$ cat src/rtl/sound_sequencer.sv
// sound_sequencer: queues per-player bomb sound requests and hands them to the sample
// player one trigger at a time. Optional `SND_PRIORITY_EN: explosions served ahead of ticks.
module sound_sequencer #(
    parameter int NB_PLAYERS  = 2,
    parameter int DEPTH       = 8,
    parameter int ACK_TIMEOUT = 64
) (
    input  logic                         clk_50,
    input  logic                         reset,
    input  logic [NB_PLAYERS-1:0]        tictac_req,
    input  logic [NB_PLAYERS-1:0]        explosion_req,
    input  logic                         snd_busy,
    output logic                         tictac,
    output logic                         explosion,
    output logic [$clog2(DEPTH+1)-1:0]   pending,
    output logic                         overflow
);
    localparam int CNT_W = $clog2(DEPTH + 1);
    localparam int PTR_W = $clog2(DEPTH);
    localparam int TMO_W = $clog2(ACK_TIMEOUT + 1);
    localparam logic [CNT_W-1:0] DEPTH_C = CNT_W'(DEPTH);
    localparam logic [TMO_W-1:0] TMO_LAST = TMO_W'(ACK_TIMEOUT - 1);

    typedef enum logic [1:0] {IDLE, FIRE, WAIT_ACK, PLAY} state_t;

    state_t           state_q, state_d;
    logic [TMO_W-1:0] tmo_q, tmo_d;
    logic             tictac_d, explosion_d;
    logic             pop, have_entry, head_expl, drop;
    logic             expl_in, tick_in;

    // Several players requesting the same sound in one cycle collapse to one entry
    assign expl_in = |explosion_req;
    assign tick_in = |tictac_req;

`ifndef SND_PRIORITY_EN
    logic [DEPTH-1:0] fifo_mem;
    logic [PTR_W-1:0] wr_ptr_q, rd_ptr_q, tail_ptr, tick_ptr;
    logic [CNT_W-1:0] fifo_cnt_q, cnt_pop, cnt_mid, cnt_d;
    logic             wr_expl, wr_tick, newest_tick;

    assign have_entry = (fifo_cnt_q != '0);
    assign head_expl  = fifo_mem[rd_ptr_q];
    assign tail_ptr   = wr_ptr_q - PTR_W'(1);
    assign tick_ptr   = wr_ptr_q + PTR_W'(wr_expl);

    // Pop first, then EXPL, then TICK; the TICK coalesces against whatever is newest
    always_comb begin
        cnt_pop     = fifo_cnt_q - CNT_W'(pop);
        wr_expl     = expl_in && (cnt_pop < DEPTH_C);
        cnt_mid     = cnt_pop + CNT_W'(wr_expl);
        newest_tick = !wr_expl && (cnt_pop != '0) && !fifo_mem[tail_ptr];
        wr_tick     = tick_in && !newest_tick && (cnt_mid < DEPTH_C);
        drop        = (expl_in && !wr_expl) || (tick_in && !newest_tick && !wr_tick);
        cnt_d       = cnt_mid + CNT_W'(wr_tick);
    end

    always_ff @(posedge clk_50) begin
        if (wr_expl) fifo_mem[wr_ptr_q] <= 1'b1;
        if (wr_tick) fifo_mem[tick_ptr] <= 1'b0;
    end

    always_ff @(posedge clk_50 or posedge reset) begin
        if (reset) begin
            wr_ptr_q   <= '0;
            rd_ptr_q   <= '0;
            fifo_cnt_q <= '0;
        end else begin
            wr_ptr_q   <= wr_ptr_q + PTR_W'(wr_expl) + PTR_W'(wr_tick);
            rd_ptr_q   <= rd_ptr_q + PTR_W'(pop);
            fifo_cnt_q <= cnt_d;
        end
    end

    assign pending = fifo_cnt_q;
`else
    logic [CNT_W-1:0] tick_cnt_q, expl_cnt_q, tick_pop, expl_pop, tick_cnt_d, expl_cnt_d;
    logic             tick_last_q, tick_last_d, newest_tick, tick_want;
    logic [CNT_W:0]   pend_sum;

    assign have_entry = (tick_cnt_q != '0) || (expl_cnt_q != '0);
    assign head_expl  = (expl_cnt_q != '0);

    // Ticks are all identical, so both queues reduce to counters; tick_last tracks arrival order
    always_comb begin
        tick_pop    = tick_cnt_q - CNT_W'(pop && !head_expl);
        expl_pop    = expl_cnt_q - CNT_W'(pop && head_expl);
        newest_tick = (tick_pop != '0) && (tick_last_q || (expl_pop == '0));
        expl_cnt_d  = expl_pop;
        tick_cnt_d  = tick_pop;
        tick_last_d = tick_last_q;
        drop        = 1'b0;
        if (expl_in) begin
            if (expl_pop < DEPTH_C) begin
                expl_cnt_d  = expl_pop + CNT_W'(1);
                tick_last_d = 1'b0;
                newest_tick = 1'b0;
            end else begin
                drop = 1'b1;
            end
        end
        tick_want = tick_in && !newest_tick;
        if (tick_want) begin
            if (tick_pop < DEPTH_C) begin
                tick_cnt_d  = tick_pop + CNT_W'(1);
                tick_last_d = 1'b1;
            end else begin
                drop = 1'b1;
            end
        end
        pend_sum = {1'b0, tick_cnt_q} + {1'b0, expl_cnt_q};
    end

    always_ff @(posedge clk_50 or posedge reset) begin
        if (reset) begin
            tick_cnt_q  <= '0;
            expl_cnt_q  <= '0;
            tick_last_q <= 1'b0;
        end else begin
            tick_cnt_q  <= tick_cnt_d;
            expl_cnt_q  <= expl_cnt_d;
            tick_last_q <= tick_last_d;
        end
    end

    assign pending = (pend_sum > {1'b0, DEPTH_C}) ? DEPTH_C : pend_sum[CNT_W-1:0];
`endif

    // Trigger is registered together with the move into FIRE, so it is high exactly in FIRE
    always_comb begin
        state_d     = state_q;
        tmo_d       = tmo_q;
        tictac_d    = 1'b0;
        explosion_d = 1'b0;
        pop         = 1'b0;
        case (state_q)
            IDLE: begin
                if (have_entry && !snd_busy) begin
                    pop         = 1'b1;
                    state_d     = FIRE;
                    explosion_d = head_expl;
                    tictac_d    = !head_expl;
                end
            end
            FIRE: begin
                state_d = WAIT_ACK;
                tmo_d   = '0;
            end
            WAIT_ACK: begin
                if (snd_busy) begin
                    state_d = PLAY;
                end else if (tmo_q == TMO_LAST) begin
                    state_d = IDLE;
                end else begin
                    tmo_d = tmo_q + TMO_W'(1);
                end
            end
            PLAY: begin
                if (!snd_busy) state_d = IDLE;
            end
            default: state_d = IDLE;
        endcase
    end

    always_ff @(posedge clk_50 or posedge reset) begin
        if (reset) begin
            state_q   <= IDLE;
            tmo_q     <= '0;
            tictac    <= 1'b0;
            explosion <= 1'b0;
            overflow  <= 1'b0;
        end else begin
            state_q   <= state_d;
            tmo_q     <= tmo_d;
            tictac    <= tictac_d;
            explosion <= explosion_d;
            overflow  <= overflow | drop;
        end
    end

endmodule
$ cat config.mk
export PLATFORM = sky130hd
export DESIGN_NAME = sound_sequencer
export DESIGN_NICKNAME = d
export VERILOG_FILES = /design/src/rtl/sound_sequencer.sv
export SDC_FILE = /design/constraint.sdc
export NUM_CORES = 1
export LEC_CHECK = 0
export CORE_ASPECT_RATIO = 0.6
export CORE_MARGIN = 2
export CORE_UTILIZATION = 67
export DETAILED_ROUTE_END_ITERATION = 10
export DONT_BUFFER_PORTS = 1
export PLACE_DENSITY = 0.93
export SETUP_SLACK_MARGIN = 0.05
export SYNTH_ARGS = -nofsm -noshare
export SYNTH_HDL_FRONTEND = slang
export SYNTH_SLANG_ARGS = --single-unit
$ cat constraint.sdc
create_clock -name clk_50 -period 10.5 [get_ports clk_50]
set_input_delay 1.05 -clock clk_50 [delete_from_list [all_inputs] [get_ports clk_50]]
set_output_delay 1.05 -clock clk_50 [all_outputs]
set_load 0.01 [all_outputs]
==> results of run 1 <==
-- power groups by stage --
| stage | Clock, mW | Combinational (mW) | Sequential [mW] |
|---|---|---|---|
| final | 0.0961 | 0.334 | 0.231 |
| after CTS | 0.0957 | 0.329 | 0.227 |
| after global placement | 0 | 0.303 | 0.225 |
| after floorplan | 0 | 0.268 | 0.208 |
| after detailed placement | 0 | 0.324 | 0.229 |
| after global routing | 0.101 | 0.370 | 0.237 |
-- layout by cell type (no fill, tap or decap), drive strengths merged, types with 3 or more instances in the layout --
master / count
mux4: 4
a21oi: 10
inv: 8
nor2: 20
clkbuf: 7
a31oi: 7
dfrtp: 22
nand2: 12
xnor2: 8
dfxtp: 8
nor3: 6
nand3: 3
nor3b: 4
o21ai: 3
nor2b: 3
xor2: 7
ha: 14
-- registers in the layout (all words and copies together) (netlist names) --
name / flops
tmo_q: 7
rd_ptr_q: 3
tictac: 1
explosion: 1
wr_ptr_q: 3
fifo_mem: 8
state_q: 2
overflow: 1
pending: 4
-- worst max-delay path: stages (launching register included) --
cell     delay, ns
dfrtp_1       0.46
o41ai_1       0.72
inv_1         0.16
ha_1          0.24
nor3b_1       0.15
xor2_1        0.64
nor2_1        0.19
ha_1          0.25
ha_1          0.35
or2_2         0.36
nor4_1        0.25
a211o_1       0.23
a31oi_1       0.10
-- final timing paths --
check | from | endpoint | slack [ns] | cells past startpoint
max in group asynchronous | reset | wr_ptr_q[2] | 9.16 | 1
worst min-delay path | rd_ptr_q[2] | rd_ptr_q[2] | 0.51 | 1
worst max-delay path | pending[2] | fifo_mem[1] | 6.26 | 12
worst max register to register | pending[2] | fifo_mem[1] | 6.26 | 12
min in group asynchronous | reset | tmo_q[3] | 0.82 | 1
worst min register to register | rd_ptr_q[2] | rd_ptr_q[2] | 0.51 | 1
-- cells by family (layout without fill, tap and decap cells) --
group           Yosys count  count (layout)  share of synthesized area
xor+xnor                 15              15                    0.08046
simple gates             56              56                     0.1617
fa+ha+maj                14              14                     0.1073
compound gates           29              29                     0.1127
flops                    30              30                     0.4352
buf+inv                  10              16                    0.02758
mux                       6               6                    0.07510
-- through the flow --
step	std cells	hold WS, ns	utilization	instance area (um2)	worst slack [ns]
2_1_floorplan	160	0.4605	-	1633	6.816
3_3_place_gp	188	0.4756	0.7428	1655	6.484
3_5_place_dp	188	0.4986	0.7428	1655	6.198
4_1_cts	196	0.5100	0.7838	1747	6.336
5_1_grt	196	0.5391	0.7838	1747	5.913
6_report	196	0.5083	0.7838	1747	6.261
-- routing by layer --
metal | track usage | part of all wire
met1 | 0.4103 | 0.42
met2 | 0.4824 | 0.47
met3 | 0.08333 | 0.093
met4 | 0.1020 | 0.021
met5 | 0 | 0
-- cell type report --
class                           instances  area (um2)
Multi-Input combinational cell        120       877.1
Sequential cell                        30       710.7
Fill cell                             133       481.7
Clock buffer                            7       86.33
Tap cell                               30       37.54
Inverter                                8       30.03
Clock inverter                          1       5.005
==> metrics, run 1 <==
syn avg cell area=10.21 um2; width of the die=67.73 um; Clock transition at path regs=0.06 ns; GRT Total Usage=0.3067; Fin. Hold Viols=0; ys async rst share=0.7333; initial DRC count=135; final clock skew=0.004561 ns; core footprint=0.002228 mm2; layout overhead on the synthesized area=6.973%; DRC=0; Worst EP required=10.65 ns; Rows=13; fmax=0.2359 GHz; initial antenna violation count=0; clock latency at the later pin of the worst-skew pair=0.28 ns; Critical Path Fanout Max=11; Hold Crit Class=reg2reg; Post-Synthesis Cells=160; pwr dens=378.3 mW/mm2; diodes inserted=0; classification of the worst setup path=reg2reg; CTS Buf Count=5; H-tree depth=2; most frequent cells after synthesis=dfrtp_1 (22), nor2_1 (20), ha_1 (14); first-pass GRT wire length=6444 um; Port Buf Inserts=0; Final Power=0.6608 mW; Synth Warn #=0; Int Pwr=0.3672 mW; final wirelength=3698 um; critical path endpoint category=register; final critical-path share of the clock period=0.4037; Via density=6.541; Post-synth EDFFs=0; Comb power frac=0.505; Crit path arrival time=4.39 ns; Syn Nets=181; post-route setup TNS=0 ns; top-count cell post-synth=dfrtp_1; Reg power frac=0.349; Routed WL per cell=18.87 um; drt pass-1 iters=5; slew at the pin closest to its max-slew limit=0.8338 ns; post-synthesis sequential area ratio=0.4352; Yosys top cell area share=0.3372; sw frac=0.4443; Die Span Y=42.24 um; synth top area cells=dfrtp_1 (34%), ha_1 (11%), dfxtp_1 (9.8%), mux4_2 (5.5%), nor2_1 (4.6%); prevailing post-synth register cell=dfrtp_1; DP HPWL=2687 um; crit start category=register; maximum clock insertion buffer count=2; post-synth top area cell=dfrtp_1; vias=1282; Final nets=186; Top Ports=14; TritonCTS clock tree=built; Slew Limit Fails=0; Initial Utilization=0.7327; run status=finished clean; Mapped Area=0.001633 mm2; Synth Register Bits=30; layout cells sized above 1=0.09036; max-cap violations=0; remaining antenna violation count=0; Num Clock Sinks=30; Hold-fix buffers, CTS=0; Clk pwr share=0.145; Final Critical Period=4.239 ns; Placer Congestion=0.9926; LEAKAGE=0.7844 nW; Root Driver=clkbuf_8; die area=0.002861 mm2; largest net degree at the start of global routing=23; post-CTS resize count=0; Switch Pwr=0.2936 mW; Peak VDD IR=0.0002438 V; total grt overflow=0; # setup viols final=0; vias in the first global route=1319; max_slew headroom=0.4435; setup repair bufs after CTS=0; library cells used by synthesis=34; RSZ-0062 raised after global routing=false
Note: power is estimated with default switching activity, not from simulation.
==> run 2: changes to the inputs <==
Settings changed: CORE_UTILIZATION 67 to 62, PLACE_DENSITY 0.93 to 0.88.
Clock period 10.5 ns to 4.4 ns, I/O delays scaled along.
==> metrics, run 2 (same netlist as run 1, synthesis figures left out) <==
register area=710.7 um2 (unchanged); Slew Limit Fails=0 (unchanged); fmax=0.2729 GHz (+16%); Clock transition at path regs=0.07 ns (about the same); Top Ports=14 (unchanged); Placer Congestion=0.9668 (-2.6%); register with the most flip-flops=fifo_mem; diodes inserted=0 (unchanged); Routed WL per cell=16.90 um (-10%); uppermost layer routed=met4; maximum clock insertion buffer count=2 (unchanged); Port Buf Inserts=0 (unchanged); commonest non-fill, non-tap cells in the layout=dfrtp_1 (22), nor2_1 (20), ha_1 (14), nand2_1 (12), a21oi_1 (10); Fill cells=171 (+29%); routed wl met2=1505 um (-13%); crit path to=pending[2]; pwr dens=930.9 mW/mm2 (+150%); dpl ws=0.7944 ns (-5.403 ns); met3 wire length=339 um (-1.2%); # setup viols final=0 (unchanged); core footprint=0.002505 mm2 (+12%); Post-Route M1 WL=1489 um (-3.2%); Peak VDD IR=0.0005178 V (+110%); Hold Crit Class=in2async; CP startpoint=pending[2]; critical path endpoint category=register; die area=0.003073 mm2 (+7.4%); Rows=14 (+1); reg2reg end=pending[2]; H-tree depth=2 (unchanged); post-CTS resize count=0 (unchanged); Final Critical Period=3.665 ns (-0.5740 ns); Root Driver=clkbuf_8; Fin. Hold Viols=0 (unchanged); final critical-path share of the clock period=0.8329 (+0.4292); Initial Utilization=0.6518 (-0.08089); Hold-fix buffers, CTS=0 (unchanged); max_slew headroom=0.4646 (+0.02104); classification of the worst setup path=reg2reg; crit start category=register; total grt overflow=0 (unchanged); TritonCTS clock tree=built; drt pass-1 iters=4 (-1); Worst EP required=4.58 ns (-6.07 ns); remaining antenna violation count=0 (unchanged); Reg2Reg Setup Slack=0.74 ns (-5.53 ns); max-cap violations=0 (unchanged); DRC=0 (unchanged); RSZ-0062 raised after global routing=false; area of the multi-input gates=877.1 um2 (unchanged); Crit path arrival time=3.84 ns (-0.55 ns); vias=1271 (-0.86%); Num Clock Sinks=30 (unchanged); DP HPWL=2495 um (-7.1%); most common cell after layout, fill and taps aside=dfrtp_1; vias in the first global route=1217 (-7.7%); initial DRC count=93 (-31%); post-route setup TNS=0 ns (unchanged); setup repair bufs after CTS=0 (unchanged); first-pass GRT wire length=5761 um (-11%); Via density=6.355 (-2.8%); beginning of the worst register-to-register path=pending[2]; Die Span Y=43.75 um (+3.6%); final clock skew=0.003656 ns (-0.0009047 ns); slew at the pin closest to its max-slew limit=0.8023 ns (-0.03153 ns); CTS Buf Count=5 (unchanged); final wirelength=3380 um (-8.6%); final worst slack=0.7353 ns (-5.526 ns); initial antenna violation count=0 (unchanged); width of the die=70.25 um (+3.7%); Largest register FFs=8 (unchanged); clock latency at the later pin of the worst-skew pair=0.29 ns (about the same); GRT Total Usage=0.2566 (-0.05012); layout overhead on the synthesized area=11.19%; LEAKAGE=0.8168 nW (+4.1%); Final nets=188 (+1.1%); layout cells sized above 1=0.1071 (+0.01678); run status=finished clean; largest net degree at the start of global routing=23 (unchanged); Critical Path Fanout Max=11 (unchanged); worst r2r path cells=17 (+5)
[run 2: layer usage]
| layer | track usage | vias to the layer above |
|---|---|---|
| met3 | 0.1140 | 8 |
| met1 | 0.3384 | 597 |
| met4 | 0.09231 | 0 |
| met2 | 0.3811 | 79 |
| met5 | 0 | - |
| li1 | - | 587 |
[run 2: worst min path at each step]
stage | from | to | slack [ns] | cells past startpoint
2_1_floorplan | reset | explosion | 0.43 | 1
3_3_place_gp | rd_ptr_q[2] | rd_ptr_q[2] | 0.48 | 1
3_5_place_dp | rd_ptr_q[2] | rd_ptr_q[2] | 0.50 | 1
4_1_cts | reset | state_q[1] | 0.22 | 1
5_1_grt | reset | tmo_q[3] | 0.26 | 1
6_report | reset | pending[1] | 0.19 | 1
[run 2: report_power, final]
part,internal [mW],total [mW],switching [mW],leakage [nW]
Sequential,0.398,0.548,0.150,0.340
Combinational,0.362,0.789,0.427,0.405
Clock,0.241,0.353,0.112,0.0714
[run 2: area by class of cell]
type	count	area share
Tap cell	32	0.02205
Sequential cell	30	0.3915
Inverter	8	0.01654
Clock inverter	2	0.03308
Multi-Input combinational cell	120	0.4831
Clock buffer	6	0.04549
Timing Repair Buffer	2	0.008270
[run 2: critical path: stages, from the launching register on]
cell and delay, ns:
dfrtp_1 0.46, o41ai_1 0.38, buf_4 0.18, inv_1 0.06
ha_1 0.19, nor3b_1 0.15, xor2_1 0.14, buf_4 0.18
nor2_1 0.16, ha_1 0.20, nand2b_1 0.11, nor2_1 0.39
nor2_1 0.09, a22oi_1 0.18, nor2_1 0.11, ha_1 0.24
ha_1 0.19, xnor2_1 0.12
[run 2: metrics by stage]
step	power, mW	hold WS [ns]	area [um2]	std cells	utilization
detailed placement	1.320	0.4958	1673	192	0.6678
global route	1.802	0.2639	1815	200	0.7248
global placement	1.275	0.4774	1673	192	0.6678
floorplan	1.138	0.4292	1633	160	-
CTS	1.683	0.2152	1815	200	0.7248
finish	1.690	0.1882	1815	200	0.7248
==> run 3: changes to the inputs <==
Clock period 4.4 ns to 3.7 ns, I/O delays scaled along.
==> metrics, run 3 (same netlist as run 1, synthesis figures left out) <==
run status=finished clean; pwr dens=1063 mW/mm2 (+14%); uppermost layer routed=met4; critical path endpoint category=register; Rows=14 (unchanged); Slew Limit Fails=0 (unchanged); Final Critical Period=3.374 ns (-0.2907 ns); final worst slack=0.3259 ns (-0.4093 ns); first-pass GRT wire length=6092 um (+5.7%); Peak VDD IR=0.0006342 V (+22%); crit start category=register; commonest non-fill, non-tap cells in the layout=dfrtp_1 (22), nor2_1 (19), ha_1 (14), nand2_1 (12), a21oi_1 (10); slew at the pin closest to its max-slew limit=0.8352 ns (+0.03291 ns); drt pass-1 iters=5 (+1); register with the most flip-flops=fifo_mem; Hold-fix buffers, CTS=0 (unchanged); Num Clock Sinks=30 (unchanged); max-cap violations=0 (unchanged); sw frac=0.4370 (+0.02955); Die Span Y=43.75 um (unchanged); Reg power frac=0.343 (+0.019); Fin. Hold Viols=0 (unchanged); Critical Path Fanout Max=6 (-5); post-route setup TNS=0 ns (unchanged); width of the die=70.25 um (unchanged); H-tree depth=2 (unchanged); RSZ-0062 raised after global routing=false; Top Ports=14 (unchanged); Int Pwr=1.058 mW (+5.6%); Worst EP required=3.85 ns (-0.73 ns); register area=710.7 um2 (unchanged); classification of the worst setup path=reg2reg; vias=1239 (-2.5%); Via density=6.195 (-2.5%); layout cells sized above 1=0.1071 (unchanged); Switch Pwr=0.8211 mW (+19%); final clock skew=0.006424 ns (+0.002767 ns); dpl ws=0.2732 ns (-0.5212 ns); Hold Crit Class=in2async; initial antenna violation count=0 (unchanged); vias in the first global route=1285 (+5.6%); TritonCTS clock tree=built; Initial Utilization=0.6518 (unchanged); # setup viols final=0 (unchanged); Root Driver=clkbuf_8; Clk pwr share=0.145 (-0.064); Routed WL per cell=17.60 um (+4.1%); core footprint=0.002505 mm2 (unchanged); initial DRC count=77 (-17%); Clock transition at path regs=0.07 ns (about the same); total grt overflow=0 (unchanged); Largest register FFs=8 (unchanged); die area=0.003073 mm2 (unchanged); final critical-path share of the clock period=0.9119 (+0.07901); met3 wire length=260 um (-23%); max_slew headroom=0.4426 (-0.02196); fmax=0.2964 GHz (+8.6%); DP HPWL=2716 um (+8.9%); largest net degree at the start of global routing=23 (unchanged); Final nets=188 (unchanged); CTS Buf Count=5 (unchanged); remaining antenna violation count=0 (unchanged); Placer Congestion=0.9817 (+1.5%); Port Buf Inserts=0 (unchanged); Crit path arrival time=3.52 ns (-0.32 ns); Post-Route M1 WL=1605 um (+7.8%); Fill cells=178 (+4.1%); clock latency at the later pin of the worst-skew pair=0.28 ns (about the same); area of the multi-input gates=879.6 um2 (+0.29%); layout overhead on the synthesized area=8.199%; setup repair bufs after CTS=0 (unchanged); most common cell after layout, fill and taps aside=dfrtp_1; routed wl met2=1609 um (+6.9%); maximum clock insertion buffer count=2 (unchanged); final wirelength=3520 um (+4.1%); GRT Total Usage=0.2687 (+0.01214); LEAKAGE=0.7933 nW (-2.9%); DRC=0 (unchanged); Comb power frac=0.513 (+0.046); post-CTS resize count=0 (unchanged); diodes inserted=0 (unchanged)
run 3: cell count changes in the layout (fill, tap and decap cells not counted):
| cell | delta |
|---|---|
| nor2_2 | +1 |
| nor2_1 | -1 |
| clkinv_2 | +1 |
| bufinv_16 | -2 |
| clkbuf_1 | +1 |
run 3: final timing paths:
| path | start | endpoint | slack [ns] | cells past startpoint |
|---|---|---|---|---|
| worst max register to register | state_q[1] | fifo_mem[1] | 0.33 | 14 |
| max in group asynchronous | reset | overflow | 3.04 | 1 |
| min in group clk_50 | snd_busy | state_q[0] | 0.21 | 2 |
| worst min-delay path | reset | wr_ptr_q[2] | 0.14 | 1 |
| worst max-delay path | state_q[1] | fifo_mem[1] | 0.33 | 14 |
| worst min register to register | rd_ptr_q[2] | rd_ptr_q[2] | 0.50 | 1 |
run 3: metrics by stage:
step / std cells / util / cell area [um2] / hold slack (ns) / total power [mW]
final: 200 / 0.7053 / 1767 / 0.1398 / 1.879
after floorplan: 160 / - / 1633 / 0.3592 / 1.353
after CTS: 200 / 0.7043 / 1764 / 0.1732 / 1.863
after global placement: 192 / 0.6678 / 1673 / 0.4388 / 1.531
after detailed placement: 192 / 0.6678 / 1673 / 0.4806 / 1.586
after global routing: 200 / 0.7053 / 1767 / 0.2310 / 2.016
run 3: area by class of cell:
type / count / share of cell area
flip-flops and latches: 30 / 0.4023
multi-input cells: 120 / 0.4979
inverters: 8 / 0.01700
repair buffers: 2 / 0.008499
well taps: 32 / 0.02266
clock inverters: 1 / 0.002833
clock buffers: 7 / 0.04887
run 3: power by group through the flow:
stage               Clock, mW  Sequential (mW)  Combinational (mW)
finish                  0.272            0.644               0.963
global route            0.291            0.663                1.06
CTS                     0.275            0.641               0.946
detailed placement          0            0.646               0.940
global placement            0            0.636               0.894
floorplan                   0            0.591               0.762
run 3: worst max-delay path, cell delays in order (launching register included):
cell     delay (ns)
dfrtp_1        0.42
nor3_1         0.23
o41ai_1        0.11
buf_4          0.16
inv_1          0.08
ha_1           0.17
nor3b_1        0.27
xor2_1         0.22
nor2_1         0.09
ha_1           0.20
ha_1           0.33
or2_2          0.35
nor3_1         0.24
a211o_1        0.27
a31oi_1        0.12
run 3: layer usage:
metal	track usage	vias to the layer above
met5	0	-
met3	0.09302	5
met2	0.4377	47
met1	0.3415	600
met4	0.09615	0
li1	-	587
